--- src/rtl/coin_pkg.sv ---
// Shared definitions for the coin acceptor: coin codes, their cent values,
// the debouncer state encoding and the credit width.
package coin_pkg;

  localparam int CODE_W   = 4;
  localparam int CREDIT_W = 10;

  localparam logic [CREDIT_W-1:0] CREDIT_MAX = '1;

  localparam logic [CODE_W-1:0] CODE_NONE = 4'd0;
  localparam logic [CODE_W-1:0] NICKEL    = 4'd1;
  localparam logic [CODE_W-1:0] DIME      = 4'd2;
  localparam logic [CODE_W-1:0] QUARTER   = 4'd3;
  localparam logic [CODE_W-1:0] DOLLAR    = 4'd4;

  typedef enum logic [1:0] {
    ST_IDLE,
    ST_COUNT,
    ST_WAIT_REL
  } deb_state_t;

  function automatic logic [CREDIT_W-1:0] coin_value(input logic [CODE_W-1:0] code);
    case (code)
      NICKEL:  return 10'd5;
      DIME:    return 10'd10;
      QUARTER: return 10'd25;
      DOLLAR:  return 10'd100;
      default: return '0;
    endcase
  endfunction

  function automatic logic coin_is_valid(input logic [CODE_W-1:0] code);
    return (code >= NICKEL) && (code <= DOLLAR);
  endfunction

endpackage

--- src/rtl/coin_fifo.sv ---
// Small synchronous FIFO with a registered head output; the head reads 0
// whenever the FIFO is empty.
module coin_fifo #(
  parameter int WIDTH = 4,
  parameter int DEPTH = 4
) (
  input  logic             clock,
  input  logic             rst,
  input  logic             push,
  input  logic [WIDTH-1:0] din,
  input  logic             pop,
  output logic [WIDTH-1:0] dout,
  output logic             full,
  output logic             empty
);

  localparam int AW = $clog2(DEPTH);
  localparam logic [AW:0] FULL_CNT = (AW+1)'(DEPTH);

  logic [WIDTH-1:0] mem [DEPTH];
  logic [AW-1:0]    wr_ptr, rd_ptr, rd_ptr_n;
  logic [AW:0]      count, count_n;
  logic [WIDTH-1:0] head_n;
  logic             do_push, do_pop;

  assign full    = (count == FULL_CNT);
  assign empty   = (count == '0);
  assign do_pop  = pop && !empty;
  assign do_push = push && (!full || do_pop);

  assign rd_ptr_n = do_pop ? rd_ptr + 1'b1 : rd_ptr;
  assign count_n  = count + (AW+1)'(do_push) - (AW+1)'(do_pop);

  // The entry being written becomes the head only when nothing else remains.
  always_comb begin
    head_n = '0;
    if (count_n == '0)
      head_n = '0;
    else if (do_push && (count == (AW+1)'(do_pop)))
      head_n = din;
    else
      head_n = mem[rd_ptr_n];
  end

  // NOTE: storage has no reset; occupancy and the head register alone define what is visible.
  always_ff @(posedge clock) begin
    if (do_push) mem[wr_ptr] <= din;
  end

  always_ff @(posedge clock or negedge rst) begin
    if (!rst) begin
      wr_ptr <= '0;
      rd_ptr <= '0;
      count  <= '0;
      dout   <= '0;
    end else begin
      if (do_push) wr_ptr <= wr_ptr + 1'b1;
      rd_ptr <= rd_ptr_n;
      count  <= count_n;
      dout   <= head_n;
    end
  end

endmodule

--- src/rtl/coin_acceptor.sv ---
// Coin acceptor: debounces the slot sensor, queues accepted coins for the
// vending FSM, keeps a saturating credit total and pulses reject on returns.
module coin_acceptor
  import coin_pkg::*;
#(
  parameter int DEB_CYCLES = 4,
  parameter int FIFO_DEPTH = 4
) (
  input  logic                clock,
  input  logic                rst,
  input  logic [CODE_W-1:0]   coin_raw,
  output logic [CODE_W-1:0]   coin_code,
  output logic                coin_valid,
  input  logic                coin_ready,
  output logic [CREDIT_W-1:0] credit,
  input  logic                credit_clr,
  output logic                reject,
  output logic                busy
);

  localparam logic [3:0] DEB_LAST = 4'(DEB_CYCLES - 1);

  deb_state_t          state, state_n;
  logic [CODE_W-1:0]   latched, latched_n;
  logic [3:0]          cnt, cnt_n;
  logic                deb_event;
  logic                fifo_full, fifo_empty, pop, accept;
  logic [CREDIT_W-1:0] credit_base, credit_n;
  logic [CREDIT_W:0]   credit_sum;

  // NOTE: sequential state uses non-blocking assignments so every flop samples pre-edge values.
  always_ff @(posedge clock or negedge rst) begin
    if (!rst) begin
      state   <= ST_IDLE;
      latched <= CODE_NONE;
      cnt     <= '0;
    end else begin
      state   <= state_n;
      latched <= latched_n;
      cnt     <= cnt_n;
    end
  end

  // NOTE: every always_comb output gets a default first so no latch is inferred.
  always_comb begin
    state_n   = state;
    latched_n = latched;
    cnt_n     = cnt;
    case (state)
      ST_IDLE: begin
        if (coin_raw != CODE_NONE) begin
          latched_n = coin_raw;
          cnt_n     = 4'd1;
          state_n   = ST_COUNT;
        end
      end
      ST_COUNT: begin
        if (coin_raw == CODE_NONE) begin
          cnt_n   = '0;
          state_n = ST_IDLE;
        end else if (coin_raw != latched) begin
          latched_n = coin_raw;
          cnt_n     = 4'd1;
        end else if (deb_event) begin
          cnt_n   = '0;
          state_n = ST_WAIT_REL;
        end else begin
          cnt_n = cnt + 4'd1;
        end
      end
      ST_WAIT_REL: begin
        if (coin_raw == CODE_NONE) state_n = ST_IDLE;
      end
      default: state_n = ST_IDLE;
    endcase
  end

  always_comb begin
    busy      = (state != ST_IDLE);
    deb_event = (state == ST_COUNT) && (coin_raw == latched) && (cnt == DEB_LAST);
  end

  assign coin_valid = !fifo_empty;
  assign pop        = coin_valid && coin_ready;
  // A full FIFO still takes the coin when the consumer frees a slot this cycle.
  assign accept     = deb_event && coin_is_valid(latched) && (!fifo_full || pop);

  coin_fifo #(
    .WIDTH (CODE_W),
    .DEPTH (FIFO_DEPTH)
  ) u_fifo (
    .clock (clock),
    .rst   (rst),
    .push  (accept),
    .din   (latched),
    .pop   (pop),
    .dout  (coin_code),
    .full  (fifo_full),
    .empty (fifo_empty)
  );

  assign credit_base = credit_clr ? '0 : credit;
  assign credit_sum  = {1'b0, credit_base} + {1'b0, coin_value(latched)};

  always_comb begin
    credit_n = credit_base;
    if (accept) credit_n = credit_sum[CREDIT_W] ? CREDIT_MAX : credit_sum[CREDIT_W-1:0];
  end

  always_ff @(posedge clock or negedge rst) begin
    if (!rst) begin
      credit <= '0;
      reject <= 1'b0;
    end else begin
      credit <= credit_n;
      reject <= deb_event && !accept;
    end
  end

endmodule

--- config.mk ---
export PLATFORM = sky130hd
export DESIGN_NAME = coin_acceptor
export DESIGN_NICKNAME = d
export VERILOG_FILES = /design/src/rtl/coin_pkg.sv /design/src/rtl/coin_fifo.sv /design/src/rtl/coin_acceptor.sv
export SDC_FILE = /design/constraint.sdc
export NUM_CORES = 1
export LEC_CHECK = 0
export BUFFER_PORTS_ARGS = -buffer_cell sky130_fd_sc_hd__buf_2
export CORE_UTILIZATION = 45
export DETAILED_ROUTE_END_ITERATION = 10
export PLACE_DENSITY = 0.66
export SLEW_MARGIN = 5
export SYNTH_ARGS = -nofsm -noshare
export SYNTH_HDL_FRONTEND = slang
export SYNTH_SLANG_ARGS = --single-unit
--- constraint.sdc ---
create_clock -name clock -period 3.23 [get_ports clock]
set_input_delay 0.1615 -clock clock [delete_from_list [all_inputs] [get_ports clock]]
set_output_delay 0.1615 -clock clock [all_outputs]
set_load 0.01 [all_outputs]
==> flow_metrics.py <==
metrics = {
    "synthesis": {
        "syn_nets": 281,
        "synth_edf_count": 16,
        "yosys_warnings": 0,
        "synth.distinct_cells": 50,
        "syn-cell-area_um2": 2710,
        "ys.flop_type": "dfrtp_1",
        "netlist_instances": 257,
        "avgSynthCellArea_um2": 10.5,
        "async_reset_ff_share_pct": 66.7,
        "ys_seq_area_share_pct": 47.3,
        "ys_seq_elements": 48,
    },
    "sta": {
        "fmax_mhz": 345,
        "fin_skew_ns": 0.00549,
        "rsz0062_at_grt": "false",
        "fin_crit_ns": 2.90,
        "slew_viol_final": 0,
        "worst_pin_slew_ns": 0.756,
        "final.period_utilization_pct": 89.7,
        "max-slew-margin-rel_pct": 49.6,
        "hold_slack_ns": 0.148,
        "setup_violations": 0,
        "setup_tns_ns": 0,
        "finalHoldViolations": 0,
    },
    "run": {
        "drv_cap": 0,
    },
    "critical_path": {
        "worstPathMaxFanout": 5,
        "endpoint_kind": "flip-flop",
        "reg2reg_slack_ns": 0.33,
        "crit_top_cell": "xnor2_1",
        "max_stage_delay_ns": 0.46,
        "worst_setup_path_start_kind": "flip-flop",
        "crit_start": "u_fifo.count[2]",
        "crit_buf_inv": 2,
        "crit_type": "flip-flop to flip-flop",
        "cp_data_required_time_ns": 3.41,
        "path_cells": "nor4b_1, nor4b_2, nand4_2, clkinv_2, ha_1, inv_1, fa_1, xnor2_1, xnor2_1, or3_1, nand2_1, o22ai_1",
        "r2r-start": "u_fifo.count[2]",
        "path_delay_family": "simple AND/OR/NAND/NOR gates",
        "cp_slowest_cell": "dfrtp_1",
        "worstPathArrival_ns": 3.07,
    },
    "drt": {
        "wire_per_inst_um": 14.2,
        "viasPerCell": 5.32,
        "via_count": 1947,
        "ant_nets": 0,
        "drc": 0,
        "totalWireLength_um": 5190,
        "dr.first_iter.drc_count": 91,
        "drt_pre_antenna_iters": 4,
    },
    "finish": {
        "antenna_cells": 0,
        "fillers": 513,
        "areaGrowthSynthToFinish_pct": 14.2,
        "finalNetCount": 317,
        "drive_gt1_share_pct": 19.4,
        "fin_util_pct": 54.8,
        "instances_no_fill": 366,
    },
    "clock_tree": {
        "clock-sinks": 48,
        "clkTransAtPathRegs_ns": 0.09,
        "post-cts-setup-buffers": 0,
        "ctsRootBufferMaster": "clkbuf_8",
        "cts_buffers": 5,
        "insertion_delay_ns": 0.30,
        "cts-htree-levels": 2,
        "cts_tree": "yes",
        "clk_path_buf_depth": 2,
    },
    "global_route": {
        "use_met3_pct": 3.09,
        "grt_pass1_vias": 1905,
        "overflow": 0,
        "grt_pass1_wl_um": 8890,
        "grt_busiest_layer": "met2",
        "met1_usage_pct": 23.6,
        "antenna_found_initial": 0,
        "globalRouteMet2Util_pct": 32.0,
        "grt_max_degree": 33,
        "grt_use_total_pct": 18.3,
    },
    "die": {
        "start_util_pct": 48.0,
        "die_area_um2": 6330,
        "die-width_um": 79.6,
        "die_y_um": 79.6,
        "coreArea_um2": 5640,
        "ios": 25,
        "row_count": 27,
    },
    "placed_design": {
        "io_buffers": 24,
        "place.gp.congestion": 0.857,
        "dpl.hpwl_um": 3840,
        "placedCellCount": 357,
    },
    "pwr": {
        "peakVddDrop_v": 0.000360,
        "p_per_area_nw_per_um2": 564,
        "power_uw": 1740,
        "p_leak_uw": 0.00144,
    },
    "outcome": {
        "outcome": "complete, no violations",
    },
    "hold_path": {
        "min-delay-start": "coin_raw[1]",
        "hold_path_class": "primary input to flip-flop",
    },
}
[synthesized netlist by cell type, drive strengths merged, types with 4 or more instances]
cell type / n / area, um2
nor3b: 4 / 30.0
o22ai: 4 / 25.0
mux2: 4 / 45.0
nor2b: 10 / 70.1
nand2b: 4 / 25.0
nor2: 19 / 71.3
and2: 7 / 43.8
dfrtp: 32 / 801
a21oi: 8 / 40.0
a21o: 4 / 30.0
xor2: 5 / 43.8
mux2i: 4 / 40.0
nor3: 11 / 65.1
nand2: 20 / 75.1
o21ai: 11 / 55.1
xnor2: 9 / 78.8
inv: 18 / 67.6
a211oi: 4 / 30.0
edfxtp: 16 / 480
ha: 14 / 175
clkbuf: 5 / 18.8
[area by class of cell]
type                            instances  area [um2]  share of cell area (%)
Timing Repair Buffer                   37         220                    7.13
Clock inverter                          3        47.5                    1.54
Sequential cell                        48        1280                    41.5
Multi-Input combinational cell        182        1310                    42.4
Tap cell                               72        90.1                    2.91
Clock buffer                            5        68.8                    2.23
Inverter                               19        72.6                    2.35
[placed cells by master (no fill, tap or decap), drive strengths merged, types with 3 or more instances in the layout]
cell / instances
nand2b: 4
and3: 3
edfxtp: 16
clkinv: 3
clkbuf: 5
xor2: 5
nand2: 20
nor4b: 3
nor2b: 10
a211oi: 4
dfrtp: 32
o21ai: 11
o311a: 3
nand3: 3
buf: 36
and2: 7
xnor2: 9
a21o: 4
nor3b: 4
mux2: 4
o22ai: 4
nor3: 11
nand4: 3
mux2i: 4
nor2: 19
ha: 14
inv: 18
a21oi: 8
a31oi: 3
[cell families after synthesis]
group / after synthesis / share of synthesized area, %
compound gates: 47 / 12.2
flops: 48 / 47.3
buf+inv: 27 / 4.25
mux: 9 / 3.98
fa+ha+maj: 16 / 7.95
xor+xnor: 14 / 4.53
simple gates: 96 / 19.7
[registers in the layout (all words and copies together) (netlist names)]
| register | count |
|---|---|
| u_fifo.wr_ptr | 2 |
| u_fifo.count | 3 |
| u_fifo.mem | 16 |
| u_fifo.dout | 4 |
| cnt | 4 |
| state | 2 |
| credit | 10 |
| reject | 1 |
| u_fifo.rd_ptr | 2 |
| latched | 4 |
[final timing paths]
kind,endpoint,cells after the start
setup reg to reg,u_fifo.dout[0],12
min in group asynchronous,u_fifo.count[2],2
hold / removal,latched[1],2
max in group asynchronous,credit[9],2
hold reg to reg,cnt[1],1
setup / recovery,u_fifo.dout[0],12
[report_power, final]
group	total, uW	switching [uW]	internal, uW
clock network	438	205	233
registers	807	108	700
logic	497	249	248
[worst reg2reg max path: stages, from the launching register on]
cell and delay (ns):
dfrtp_1 0.46, nor4b_1 0.19, nor4b_2 0.34, nand4_2 0.19, clkinv_2 0.09, ha_1 0.14
inv_1 0.05, fa_1 0.37, xnor2_1 0.14, xnor2_1 0.14, or3_1 0.38, nand2_1 0.18
o22ai_1 0.11
[metrics by stage]
step	setup WS (ns)	instance area, um2
floorplan	0.176	2710
global placement	0.390	2960
detailed placement	0.348	2960
CTS	0.341	3090
global route	0.0881	3090
finish	0.333	3090
[layer usage]
layer	vias up	share of wire (%)	wire length, um
li1	995	-	-
met1	928	48	2510
met2	19	49	2530
met3	5	2.2	115
met4	0	0.73	38
met5	-	0	0
[repair_timing]
item,4_1_cts,5_1_grt
gates resized for setup,0,0
hold buffers,1,0
endpoints found under the hold margin,32,0
No activity file was read; power rests on OpenSTA's default activity.
